## config.mk

```make
export PLATFORM = sky130hd
export DESIGN_NAME = instr_mem_loader
export DESIGN_NICKNAME = d
export VERILOG_FILES = /design/src/rtl/instr_mem_loader.sv
export SDC_FILE = /design/constraint.sdc
export NUM_CORES = 2
export LEC_CHECK = 0
export ABC_AREA = 1
export CAP_MARGIN = 40
export CORE_MARGIN = 2
export CORE_UTILIZATION = 30
export DETAILED_ROUTE_END_ITERATION = 8
export PLACE_DENSITY_LB_ADDON = 0.15
export REMOVE_ABC_BUFFERS = 1
export SLEW_MARGIN = 10
export SYNTH_ARGS = -nofsm -noshare
export SYNTH_HDL_FRONTEND = slang
export SYNTH_SLANG_ARGS = --single-unit
```

## constraint.sdc

```tcl
create_clock -name clk -period 16.4 [get_ports clk]
set_clock_uncertainty 0.05 [all_clocks]
set_input_delay 4.1 -clock clk [delete_from_list [all_inputs] [get_ports clk]]
set_output_delay 4.1 -clock clk [all_outputs]
set_load 0.01 [all_outputs]
```

## src/rtl/instr_mem_loader.sv

```systemverilog
`default_nettype none
// +--------------------------------------------------------------------------+
// | instr_mem_loader: instruction ROM/RAM with a byte-stream program loader.  |
// | Optional macro INSTR_MEM_ILLOP_EN: out-of-range PC reads FFFFFFFF.        |
// | Rev 1.0                                                                  |
// +--------------------------------------------------------------------------+
module instr_mem_loader #(
  parameter int DEPTH = 128,
  parameter int PC_W  = 32
) (
  input  logic            clk,
  input  logic            reset,
  input  logic [PC_W-1:0] PC,
  output logic [31:0]     Instruct,
  input  logic            load_start,
  input  logic            rx_valid,
  input  logic [7:0]      rx_byte,
  output logic            busy,
  output logic            load_done,
  output logic            load_err,
  output logic            pc_oor
);

  localparam int AW = $clog2(DEPTH);
`ifdef INSTR_MEM_ILLOP_EN
  localparam logic [31:0] OOR_WORD = 32'hFFFF_FFFF;
`else
  localparam logic [31:0] OOR_WORD = 32'h0000_0000;
`endif

  typedef enum logic [1:0] {IDLE, HDR_HI, HDR_LO, DATA} state_t;

  state_t        state;
  logic [31:0]   mem [DEPTH];
  logic [7:0]    n_hi;
  logic [AW-1:0] last_idx;
  logic [AW-1:0] widx;
  logic [1:0]    lane;
  logic [23:0]   word_sr;
  logic [15:0]   hdr_n;
  logic [31:0]   wr_word;
  logic          wr_en;
  logic [AW-1:0] rd_idx;
  logic          unused_pc;

  assign hdr_n     = {n_hi, rx_byte};
  assign wr_word   = {word_sr, rx_byte};
  assign rd_idx    = PC[AW+1:2];
  assign unused_pc = ^PC[1:0];
  // The write happens on the 4th byte itself, so it must see the same
  // priority (reset, then restart) as the FSM does.
  assign wr_en = !reset && !load_start && rx_valid && (state == DATA) && (lane == 2'd3);

  generate
    if (PC_W > AW + 2) begin : g_oor
      assign pc_oor = |PC[PC_W-1:AW+2];
    end else begin : g_no_oor
      assign pc_oor = 1'b0;
    end
  endgenerate

  always_ff @(posedge clk) begin
    if (reset) begin
      state     <= IDLE;
      widx      <= '0;
      lane      <= '0;
      busy      <= 1'b0;
      load_done <= 1'b0;
      load_err  <= 1'b0;
      n_hi      <= '0;
      last_idx  <= '0;
      word_sr   <= '0;
    end else begin
      load_done <= 1'b0;
      if (load_start) begin
        state    <= HDR_HI;
        busy     <= 1'b1;
        lane     <= '0;
        widx     <= '0;
        load_err <= 1'b0;
      end else if (rx_valid) begin
        case (state)
          IDLE: begin
          end
          HDR_HI: begin
            n_hi  <= rx_byte;
            state <= HDR_LO;
          end
          HDR_LO: begin
            if (hdr_n > 16'(DEPTH)) begin
              load_err <= 1'b1;
              busy     <= 1'b0;
              state    <= IDLE;
            end else if (hdr_n == 16'd0) begin
              load_done <= 1'b1;
              busy      <= 1'b0;
              state     <= IDLE;
            end else begin
              // Store N-1 so the last-word test fits in AW bits even for N=DEPTH.
              last_idx <= AW'(hdr_n - 16'd1);
              state    <= DATA;
            end
          end
          DATA: begin
            lane    <= lane + 2'd1;
            word_sr <= {word_sr[15:0], rx_byte};
            if (lane == 2'd3) begin
              if (widx == last_idx) begin
                load_done <= 1'b1;
                busy      <= 1'b0;
                state     <= IDLE;
              end else begin
                widx <= widx + AW'(1);
              end
            end
          end
        endcase
      end
    end
  end

  // Program storage is deliberately not reset.
  always_ff @(posedge clk) begin
    if (wr_en) begin
      mem[widx] <= wr_word;
    end
  end

  always_comb begin
    Instruct = 32'h0;
    if (reset || busy) begin
      Instruct = 32'h0;
    end else if (pc_oor) begin
      Instruct = OOR_WORD;
    end else begin
      Instruct = mem[rd_idx];
    end
  end

endmodule
`default_nettype wire

```

==> impl_summary.txt <==
----------------------------------------------------
[Clock network]
  Hold bufs inserted after CTS ... 0
  Buffer cell driving the clock tree root ... sky130_fd_sc_hd__clkbuf_16
  Number of clock sinks ... about 4100
  Maximum clock insertion buffer count ... 4
  Gates resized, CTS repair ... 0
  Setup Fix Bufs, Post-CTS ... 0
  Clock tree from TritonCTS ... done
  Clock transition at the register clock pins on the worst setup and hold paths after CTS ... about 0.060 ns
  Total clock buffers created by CTS ... approximately 460
  H-tree depth reported by CTS ... 5
  Worst-Skew Late Latency ... a little over 1 ns

[Yosys]
  Number of distinct standard cells referenced by the synthesized netlist ... 34
  Synthesized area ... around 170000 um^2
  Mean instance size in the synthesized netlist ... around 12 um^2
  Count of state elements after synthesis ... 4149
  Warnings from Yosys ... 0
  Post-synthesis sequential area ratio ... 74.5%
  Top-area cell type share of the netlist area ... 73.8%
  Synth top area cells ... sky130_fd_sc_hd__edfxtp_1 (74%), sky130_fd_sc_hd__nand3_1 (12%), sky130_fd_sc_hd__nand2_1 (9.4%)
  Library cell with the largest summed area after synthesis ... sky130_fd_sc_hd__edfxtp_1
  Post-synthesis instance total ... between 10000 and 15000

[Placement]
  Placement Cell Area ... 177000 um^2
  Post-DP HPWL ... 301000 um
  Quantity of I/O buffers inserted on ports ... a little under 80
  Weighted congestion reported at the end of routability-driven placement ... between 0.8 and 0.9
  Pre-CTS setup slack ... 3.28 ns

[Critical path]
  Delay-heaviest family, CP ... buffers and inverters
  Worst path cell trace ... buf_16 -> inv_16 -> buf_4 -> nand2_1 -> nand3_1 -> nand3_1 -> nand3_1 -> nand3_1 -> nand3_1 -> nand3_1 -> a21oi_1 -> clkdlybuf4s50_1
  Highest fanout seen on the critical path ... 97
  Library cell appearing most often on the critical path ... sky130_fd_sc_hd__nand3_1
  WP data arrival ... 9.01 ns
  Critical Path End Type ... primary output
  Standard cell with the maximum stage delay on the critical path ... sky130_fd_sc_hd__a21oi_1
  Worst reg2reg path endpoint ... mem[63][28]
  Required time of the critical path ... between 10 and 15 ns
  Setup slack of the most critical reg-to-reg path ... 12.14 ns
  Startpoint of the worst register-to-register path ... state[0]
  Worst path buffer plus inverter count ... 4
  Cells on worst reg2reg path ... 8
  Worst stage delay on the critical path ... 0.76 ns
  Critical path class ... in2out
  Worst setup SP type ... input pin

[Cells and area]
  Number of nets at the end of the flow ... approximately 14000
  Area of the multi-input gates ... 38500 um^2
  Post-route cell area ... approximately 190000 um^2
  Most common library cell in the layout ignoring fill and taps ... sky130_fd_sc_hd__nand2_1
  Most used cells in the layout excluding fill and tap cells ... sky130_fd_sc_hd__nand2_1 (4162), sky130_fd_sc_hd__edfxtp_1 (4096), sky130_fd_sc_hd__nand3_1 (4070)
  Proportion of layout cells with a drive suffix above 1 ... 8.49%
  Layout-stage area growth over the synthesis result ... 15.0%
  Layout fillers ... approximately 54000
  Storage element area ... about 120000 um^2

[Hold path]
  Instance count along the most critical hold path ... 2
  Startpoint of the most critical hold path ... n_hi[1]
  Classification of the worst-slack hold path ... reg2reg
  Worst-case hold path end point ... n_hi[1]

[STA]
  Unrepaired setup endpoints after global routing ... false
  Portion of the clock cycle consumed by the worst path in the final layout ... between 80% and 90%
  Max transition margin ... roughly two fifths
  Time the final worst path needs with I/O delays and setup ... roughly 13 ns
  Final setup viols ... 0
  Actual transition at the worst max-transition pin ... around 0.9 ns
  Top achievable clock speed ... roughly 76 MHz
  Final Max Tran Viols ... 0
  Final-report hold violation count ... 0
  Worst setup margin ... approximately 3.2 ns

[Power]
  Largest vdd supply drop ... ~0.086 mV
  Cell leakage power ... ~65 nW
  Pwr dens ... approximately 120 nW/um^2

[Floorplanning]
  Starting density of the core ... a little under a third
  Area inside the core boundary ... around 550000 um^2
  Area of the die ... 561000 um^2
  Core Rows ... between 200 and 300
  Die width ... approximately 750 um
  Y dimension of the die ... 749 um
  Total I/O pin count ... 80

[Detailed routing]
  Total Wirelength ... between 500000 and 600000 um
  Starting DRC count in detailed routing ... between 10000 and 15000
  Remaining number of nets flagged by the antenna check after routing ... 1
  DRC violations left ... 0
  Number of detailed-route iterations in the first pass ... 6
  WL per Instance ... around 27 um
  Via count of the routed design ... around 110k
  Number of vias per cell after detailed routing ... 5.01

[Global route]
  GRT Overall Usage ... ~20%
  Number of global-route vias before repair ... slightly above 100k
  Initial antenna violation count ... 33
  Largest net degree at the start of global routing ... approximately 150
  Final global-route overflow total ... 0
  First-pass GRT wire length ... 798000 um

[Run status]
  Result of the run ... finished with violations
  Violated checks ... antenna violations

[Run]
  Number of violations of the max-capacitance limit ... 0

----------------------------------------------------
## worst max path at each step
stage	start	end	slack [ns]	cells past startpoint
2_1_floorplan	PC[2]	Instruct[13]	-7.99	9
3_3_place_gp	PC[2]	Instruct[6]	3.18	13
3_5_place_dp	PC[3]	Instruct[21]	3.28	12
4_1_cts	PC[3]	Instruct[21]	3.30	12
5_1_grt	PC[2]	Instruct[23]	3.16	13
6_report	PC[2]	Instruct[21]	3.24	12
## registers in the layout, indices dropped and copies added, names as in the netlist, 2 cells and up
| signal | flops |
|---|---|
| last_idx | 7 |
| state | 2 |
| lane | 2 |
| mem | 4096 |
| n_hi | 8 |
| word_sr | 24 |
| widx | 7 |
## logic make-up (layout without fill, tap and decap cells)
group	after synthesis	count (layout)	synth area share, %
adders and majority gates	8	8	0.0601
AOI/OAI and AO/OA	103	103	0.322
buffers and inverters	976	1363	2.99
other	0	37	0
DFF	4149	4149	74.5
xor gates and xnor gates	14	14	0.0736
and+or+nand+nor	8421	8421	22.1
## worst reg2reg max path: cells and delay by family (launching register included)
family	cells	cell delay [ns]
and+or+nand+nor	4	1.97
buffers and inverters	3	1.32
DFF	1	0.39
adders and majority gates	1	0.16
## power breakdown
group | internal, W | switching [W]
clock network | 0.00571 | 0.00431
logic | 0.000291 | 0.000927
registers | 0.0115 | 0.00000135
total | 0.0175 | 0.00524
## metrics by stage
step / utilization (%) / setup TNS, ns / cells / hold WS, ns / total power [W]
floorplan: - / -255.50 / 12742 / 0.379 / 0.0126
global placement: 31.8 / 0 / 20435 / 0.394 / 0.0130
detailed placement: 32.0 / 0 / 20484 / 0.401 / 0.0130
CTS: 34.6 / 0 / 21334 / 0.410 / 0.0230
global route: 34.6 / 0 / 21348 / 0.440 / 0.0234
finish: 34.6 / 0 / 21382 / 0.408 / 0.0228
## per-layer routing
metal | vias to the layer above | wire [um] | GRT usage (%)
li1 | 49065 | - | -
met1 | 54552 | 263000 | 28.9
met2 | 3025 | 259000 | 30.9
met3 | 580 | 33800 | 2.60
met4 | 6 | 13400 | 4.43
met5 | - | 30 | 0
## area by class of cell
class                           instances  area share [%]
Antenna cell                           37          0.0483
Sequential cell                      4149            64.8
Clock buffer                          583            6.37
Multi-Input combinational cell       8546            20.1
Tap cell                             7287            4.76
Inverter                               47           0.116
Timing Repair Buffer                  466            2.68
Clock inverter                        267            1.13
## Yosys cell counts
cell type,count
sky130_fd_sc_hd__nor2_1,156
sky130_fd_sc_hd__and2_1,1
sky130_fd_sc_hd__nand2_1,4169
sky130_fd_sc_hd__clkinv_2,1
sky130_fd_sc_hd__xnor2_1,4
sky130_fd_sc_hd__nor3_4,1
sky130_fd_sc_hd__a31oi_1,1
sky130_fd_sc_hd__buf_6,52
sky130_fd_sc_hd__buf_1,134
sky130_fd_sc_hd__and3_1,1
sky130_fd_sc_hd__a21boi_0,1
sky130_fd_sc_hd__nor2_4,1
sky130_fd_sc_hd__buf_2,456
sky130_fd_sc_hd__ha_1,8
sky130_fd_sc_hd__xor2_1,10
sky130_fd_sc_hd__buf_12,1
sky130_fd_sc_hd__clkbuf_1,195
sky130_fd_sc_hd__buf_4,91
sky130_fd_sc_hd__nand4_1,5
sky130_fd_sc_hd__nand3b_1,1
sky130_fd_sc_hd__a21oi_1,76
sky130_fd_sc_hd__nor3_1,7
sky130_fd_sc_hd__o21bai_1,2
sky130_fd_sc_hd__o21ai_0,18
sky130_fd_sc_hd__dfxtp_1,53
sky130_fd_sc_hd__edfxtp_1,4096
sky130_fd_sc_hd__nand3_1,4070
sky130_fd_sc_hd__inv_1,41
sky130_fd_sc_hd__nor3_2,1
sky130_fd_sc_hd__clkinv_1,1
sky130_fd_sc_hd__nor4_1,7
sky130_fd_sc_hd__inv_2,4
sky130_fd_sc_hd__a211oi_1,5
sky130_fd_sc_hd__nor3b_1,1
(Power assumes the default switching activity.)
